==> config.mk <==
export PLATFORM = sky130hd
export DESIGN_NAME = cache_access_sequencer
export DESIGN_NICKNAME = d
export VERILOG_FILES = /design/src/rtl/cache_access_sequencer.sv
export SDC_FILE = /design/constraint.sdc
export NUM_CORES = 1
export LEC_CHECK = 0
export BUFFER_PORTS_ARGS = -buffer_cell sky130_fd_sc_hd__clkbuf_2
export CAP_MARGIN = 20
export CORE_MARGIN = 2
export CORE_UTILIZATION = 58
export CTS_BUF_LIST = sky130_fd_sc_hd__clkbuf_8
export DETAILED_ROUTE_END_ITERATION = 8
export GPL_ROUTABILITY_DRIVEN = 0
export GPL_TIMING_DRIVEN = 0
export HOLD_SLACK_MARGIN = 0.02
export PLACE_DENSITY = 0.93
export REMOVE_ABC_BUFFERS = 1
export SLEW_MARGIN = 20
export SYNTH_ARGS = -nofsm -noshare
export SYNTH_HDL_FRONTEND = slang
export SYNTH_SLANG_ARGS = --single-unit
==> constraint.sdc <==
create_clock -name clk -period 2.6 [get_ports clk]
set_clock_uncertainty 0.2 [all_clocks]
set_input_delay 0.26 -clock clk [delete_from_list [all_inputs] [get_ports clk]]
set_output_delay 0.26 -clock clk [all_outputs]
set_load 0.005 [all_outputs]
==> src/rtl/cache_access_sequencer.sv <==
// Upstream address sequencer for the cache: walks a strided address stream,
// waits on each completion pulse, and tallies accesses and hits per run.
module cache_access_sequencer #(
    parameter int unsigned        ADDR_W     = 15,
    parameter int unsigned        CNT_W      = 14,
    parameter logic [ADDR_W-1:0]  START_ADDR = 15'd1024,
    parameter logic [ADDR_W-1:0]  STRIDE     = 15'd1,
    parameter int unsigned        NUM_ACCESS = 8192,
    parameter int unsigned        TIMEOUT    = 64
) (
    input  logic              clk,
    input  logic              rst,
    input  logic              start,
    input  logic              done_in,
    input  logic              hit_in,
    output logic [ADDR_W-1:0] addr,
    output logic              busy,
    output logic              finished,
    output logic [CNT_W-1:0]  access_count,
    output logic [CNT_W-1:0]  hit_count,
    output logic              timeout_err
);

    localparam logic [1:0] S_IDLE = 2'd0;
    localparam logic [1:0] S_GAP  = 2'd1;
    localparam logic [1:0] S_WAIT = 2'd2;
    localparam logic [1:0] S_FIN  = 2'd3;

    localparam logic [CNT_W-1:0] LAST_COUNT = CNT_W'(NUM_ACCESS);
    localparam logic [7:0]       WAIT_LIMIT = 8'(TIMEOUT - 1);

    logic [1:0]       state;
    logic [7:0]       wait_cnt;
    logic [CNT_W-1:0] count_next;

    always_comb begin
        count_next = access_count + CNT_W'(1);
    end

    always_ff @(posedge clk) begin
        if (!rst) begin
            state        <= S_IDLE;
            addr         <= START_ADDR;
            busy         <= 1'b0;
            finished     <= 1'b0;
            timeout_err  <= 1'b0;
            access_count <= '0;
            hit_count    <= '0;
            wait_cnt     <= '0;
        end else begin
            case (state)
                S_IDLE, S_FIN: begin
                    if (start) begin
                        state        <= S_GAP;
                        addr         <= START_ADDR;
                        access_count <= '0;
                        hit_count    <= '0;
                        timeout_err  <= 1'b0;
                        busy         <= 1'b1;
                        finished     <= 1'b0;
                    end
                end
                S_GAP: begin
                    wait_cnt <= '0;
                    state    <= S_WAIT;
                end
                S_WAIT: begin
                    // A completion on the limit cycle takes priority over the timeout.
                    if (done_in) begin
                        access_count <= count_next;
                        if (hit_in) begin
                            hit_count <= hit_count + CNT_W'(1);
                        end
                        if (count_next == LAST_COUNT) begin
                            state    <= S_FIN;
                            busy     <= 1'b0;
                            finished <= 1'b1;
                        end else begin
                            addr  <= addr + STRIDE;
                            state <= S_GAP;
                        end
                    end else if (wait_cnt == WAIT_LIMIT) begin
                        timeout_err <= 1'b1;
                        state       <= S_FIN;
                        busy        <= 1'b0;
                        finished    <= 1'b1;
                    end else begin
                        wait_cnt <= wait_cnt + 8'd1;
                    end
                end
                default: begin
                    state <= S_IDLE;
                end
            endcase
        end
    end

endmodule

==> results.yml, run 1 <==
final_layout:
  nets: 442
  antenna_cells: 0
  regArea_um2: 1130
  final_cell_area_um2: 3440
  drive_above_1_share_pct: 19.7
  finish.utilization_pct: 67.8
  syn_to_final_growth_pct: 13.6
  multi_input_area_um2: 1800
  n_fill_cell: 400
  stdcell_count: 501
floorplan:
  die_height_um: 76.2
  coreArea_um2: 5070
  fp.dieW_um: 76.2
  start_util_pct: 59.6
  ioPinCount: 51
  fp-row-count: 26
  dieArea_um2: 5810
pwr:
  ir_drop_v: 0.000261
  power.density_nw_per_um2: 468
  p_total_mw: 1.61
  p_leak_nw: 1.30
clock_tree:
  clk_pin_slew_ns: 0.10
  cts-root-buf: "clkbuf_8"
  numCtsBuffers: 5
  clockBufferDepth: 2
  tritoncts: "done"
  clock_latency_ns: 0.32
  h-tree-depth: 2
  cts.sink_count: 56
  cts_hold_buf: 0
grt:
  grt_overflow_total: 0
  grt_first_pass_wirelength_um: 12100
  antenna_found_initial: 0
  grt_usage_pct: 24.9
  grt_pass1_vias: 2710
  grt_max_degree: 32
synth:
  synth_cell_types: 49
  synth-edff-count: 0
  synthesis.area_um2: 3030
  synthArstFlopShare_pct: 0
  synth_top_area_cell: "dfxtp_1"
  syn_area_per_cell_um2: 7.74
  ys_seq_area_share_pct: 37.0
  synth_ff_type: "dfxtp_1"
  synth_top_area_share_pct: 37.0
  ys_top_cells_by_area: "dfxtp_1 (37%), nand2_1 (5.8%), nor2_1 (5.7%)"
  yosys_warnings: 0
  yosys_register_bits: 56
  synthCells: 391
worst_setup_path:
  reg2reg_from: "state[0]"
  startpoint_type: "flop"
  required_ns: 2.64
  cp-startpoint: "state[0]"
  path_class: "reg -> reg"
  end_kind: "flop"
  cp.arrival_ns: 2.51
  cp_max_fo: 24
place:
  dp_cells: 489
  place_ws_ns: -0.871
  port_buffers: 50
  placed_cell_area_um2: 3260
  dp_hpwl_um: 4780
route:
  drtAntennaViolNets: 0
  vias: 3105
  remaining_drc_errors: 0
  wl_per_cell_um: 14.8
  viasPerCell: 6.20
  dr.pass1.iters: 5
  wirelength_um: 7440
  drt-initial-drc-count: 280
sta:
  finalSetupViolations: 0
  tns_ns: 0
  clock.fmax_mhz: 405
  worst_pin_slew_ns: 1.00
  fin_crit_ns: 2.47
  slew_viol_final: 0
  relSlewSlack_pct: 33.2
  timing.final.crit_share_pct: 94.9
  worst_slack_ns: 0.133
  hold_slack_ns: 0.105
  hold_viol_final: 0
worst_hold_path:
  hp-class: "in -> reg"
  min_from: "rst"
job:
  drv_cap: 0
outcome:
  status: "finished, final reports clean"
==> layout by cell type (no fill, tap or decap), types with 10 or more instances in the layout <==
cell type	count
inv_1	12
a21oi_1	30
nand2_1	46
xor2_1	10
dfxtp_1	49
o21ai_0	18
and3_1	10
nand3_1	23
nor2_1	45
clkbuf_2	50
nor3_1	21
==> critical path, cell delays in order (launching register included) <==
cell and delay (ns):
dfxtp_1 0.34, inv_1 0.10, ha_4 0.34, mux2i_2 0.23
nand2b_4 0.31, or4_1 0.42, or3_1 0.33, o211ai_1 0.11
==> Yosys cell counts (2+ instances only) <==
library cell and n:
o41ai_1 2, clkbuf_1 12, a41oi_1 3, a22oi_1 5, nand3_1 23, buf_1 2, nand2_1 47, inv_1 12
o31ai_1 5, nor2_1 46, buf_4 2, a311oi_1 4, a21o_1 3, nand2b_1 3, nand4_1 6, mux2i_1 3
a31oi_1 6, xor2_1 10, o211ai_1 4, ha_1 7, nor3_1 21, or4_1 2, and3_1 10, nor4_1 5
xnor2_1 7, o21ai_0 18, nor2b_1 3, or3_1 9, a21oi_1 30, buf_2 5, dfxtp_1 56, a31o_2 2
a211oi_1 2
==> layout make-up <==
class	count	share of cell area, %
Clock buffer	5	2.00
Clock inverter	3	0.691
Inverter	12	1.31
Multi-Input combinational cell	301	52.5
Sequential cell	56	32.8
Tap cell	70	2.55
Timing Repair Buffer	54	8.15
==> report_power, final <==
part	switching (mW)	total (mW)	internal (mW)	leakage, nW
Combinational	0.169	0.239	0.0701	0.805
Sequential	0.00958	0.876	0.867	0.455
Clock	0.302	0.493	0.192	0.0404
==> cells by family (layout without fill, tap and decap cells) <==
| kind of cell | Yosys count | in the layout | synth area share, % |
|---|---|---|---|
| flops | 56 | 56 | 37.0 |
| xor+xnor | 17 | 17 | 4.92 |
| simple gates | 183 | 183 | 29.7 |
| mux | 3 | 3 | 0.992 |
| buf+inv | 34 | 74 | 4.92 |
| compound gates | 91 | 91 | 19.5 |
| fa+ha+maj | 7 | 7 | 2.89 |
==> state kept, by name (all words and copies together) (netlist names) <==
signal	flops
wait_cnt	8
addr	15
state	2
access_count	14
timeout_err	1
hit_count	14
busy	1
finished	1
==> worst paths after layout <==
kind	depth (start not counted)	to	slack, ns
worst min-delay path	2	addr[10]	0.10
worst min register to register	2	finished	0.29
worst max register to register	7	addr[3]	0.13
worst max-delay path	7	addr[3]	0.13
==> repair_timing <==
action                     4_1_cts  5_1_grt
buffers inserted                 2        2
setup endpoints to repair       49       20
pin swaps                        1        1
resized for setup                6       11
==> per-layer routing <==
layer | global-route usage (%) | vias up | routed length [µm]
met4 | 9.82 | 0 | 182
met3 | 5.81 | 26 | 521
met2 | 41.9 | 151 | 3590
met5 | 0 | - | 0
li1 | - | 1491 | -
met1 | 30.8 | 1437 | 3150
No activity file was read; power rests on OpenSTA's default activity.
==> inputs of run 2 (changes only) <==
- CORE_ASPECT_RATIO: unset -> 0.5
- CTS_BUF_LIST: sky130_fd_sc_hd__clkbuf_8 -> sky130_fd_sc_hd__clkbuf_2
- SLEW_MARGIN: 20 -> unset
==> run 2 against run 1 <==
Net effect:
- power fell by 10%
- sequential share of layout area grew 0.51 points
- via count is 1.3% lower
- register-to-register slack hardly changed
- die area up 0.60%
- combinational power about the same
- global-route usage grew 0.73 points
- first-iteration DRC count increased by 20%
- hold slack lost 0.049 ns
- largest cell class unchanged
==> results.yml, run 2 (synthesis results as in run 1) <==
outcome:
  status: "finished, final reports clean"
final_layout:
  antenna_cells: 0
  multi_input_area_um2: 1800
  drive_above_1_share_pct: 19.3
  layout_commonest_cell: "clkbuf_2"
  regArea_um2: 1130
  largest_reg_flops: 15
  nets: 442
  n_fill_cell: 422
  stdcell_count: 501
  syn_to_final_growth_pct: 12.4
  reg_top3: "addr: 15 flops, access_count: 14 flops, hit_count: 14 flops"
  most-common-layout-cells: "clkbuf_2 (55), dfxtp_1 (49), nand2_1 (45), nor2_1 (45), a21oi_1 (29)"
  largest_register: "addr"
floorplan:
  fp.dieW_um: 106
  dieArea_um2: 5850
  ioPinCount: 51
  start_util_pct: 60.8
  die_height_um: 55.1
  fp-row-count: 18
  coreArea_um2: 4980
worst_hold_path:
  hp-class: "in -> reg"
clock_tree:
  clockBufferDepth: 2
  numCtsBuffers: 5
  h-tree-depth: 2
  clk_pin_slew_ns: 0.28
  postCtsSetupBuffers: 0
  cts-root-buf: "clkbuf_2"
  tritoncts: "done"
  clock_latency_ns: 0.45
  cts.sink_count: 56
grt:
  grt_pass1_vias: 2565
  antenna_found_initial: 0
  grt_usage_pct: 25.6
  grt_max_degree: 32
  grt_first_pass_wirelength_um: 11900
  grt_overflow_total: 0
sta:
  worst_slack_ns: 0.122
  worst_pin_slew_ns: 0.996
  clock.fmax_mhz: 404
  hold_slack_ns: 0.0556
  fin_crit_ns: 2.48
  timing.final.crit_share_pct: 95.3
  hold_viol_final: 0
  relSlewSlack_pct: 33.5
  finalSetupViolations: 0
  slew_viol_final: 0
worst_setup_path:
  required_ns: 2.74
  startpoint_type: "flop"
  end_kind: "flop"
  path_class: "reg -> reg"
  cp_max_fo: 13
  cp.arrival_ns: 2.62
route:
  wl_per_cell_um: 14.7
  remaining_drc_errors: 0
  vias: 3066
  drt-initial-drc-count: 337
  viasPerCell: 6.12
  drtAntennaViolNets: 0
  dr.pass1.iters: 6
  wirelength_um: 7370
pwr:
  comb_power_share_pct: 16.5
  sw_frac_of_total_pct: 30.8
  p_leak_nw: 1.27
  p_clk_share_pct: 22.9
  ir_drop_v: 0.000300
  internal_power_mw: 1.00
  p_total_mw: 1.45
  power.density_nw_per_um2: 426
  pwr-share-seq_pct: 60.6
  p_switching_uw: 447
place:
  port_buffers: 50
  dp_hpwl_um: 5000
  place_ws_ns: -0.725
  dp_cells: 490
job:
  drv_cap: 0
run 2: cell types whose count changed in the layout (fill, tap and decap cells not counted), sizes merged:
| cell | delta |
|---|---|
| dlygate4sd3 | +3 |
| buf | -3 |
| clkinv | +2 |
| clkinvlp | -2 |
run 2: worst paths after layout:
check / start / endpoint / slack, ns / cells past startpoint
max: access_count[0] / addr[11] / 0.12 / 8
min: hit_in / hit_count[0] / 0.06 / 4
max reg2reg: access_count[0] / addr[11] / 0.12 / 8
min reg2reg: finished / finished / 0.29 / 2
run 2: worst max-delay path, cell delays in order, from the launching register on:
cell      delay [ns]
dfxtp_4         0.43
ha_2            0.22
and2_1          0.19
xnor2_1         0.13
and3_1          0.19
o2111a_1        0.30
and2_4          0.21
o41ai_1         0.36
a311oi_1        0.14
run 2: power by group through the flow:
stage,Sequential (mW),Clock (mW),Combinational (mW)
2_1_floorplan,0.894,0,0.132
3_3_place_gp,0.894,0,0.193
3_5_place_dp,0.895,0,0.204
4_1_cts,0.880,0.330,0.219
5_1_grt,0.881,0.365,0.262
6_report,0.878,0.332,0.239
run 2: final cells by class:
| cell class | instances | share of cell area (%) |
|---|---|---|
| clock buffers | 5 | 0.736 |
| clock inverters | 3 | 0.405 |
| inverters | 12 | 1.32 |
| multi-input cells | 301 | 53.0 |
| flip-flops and latches | 56 | 33.4 |
| well taps | 70 | 2.57 |
| repair buffers | 54 | 8.57 |
run 2: what timing repair did:
| action | CTS | global route |
|---|---|---|
| setup endpoints to repair | 46 | 27 |
| hold buffers | 2 | 1 |
| pin swaps | 0 | 0 |
| endpoints found under the hold margin | 3 | 1 |
| gates resized for setup | 10 | 11 |
run 2: per-layer routing:
metal,vias to the layer above,global-route usage [%],wire length (µm)
li1,1490,-,-
met3,21,5.74,688
met5,-,0,0
met2,154,44.2,3360
met1,1401,33.2,3210
met4,0,7.46,119
run 2: per-stage QoR:
stage	cell area [µm²]	utilization [%]	setup TNS, ns
floorplan	2920	-	-1.16
global placement	3260	65.5	-32.66
detailed placement	3270	65.7	-17.54
CTS	3360	67.5	0
global route	3400	68.4	-0.0290
finish	3400	68.4	0
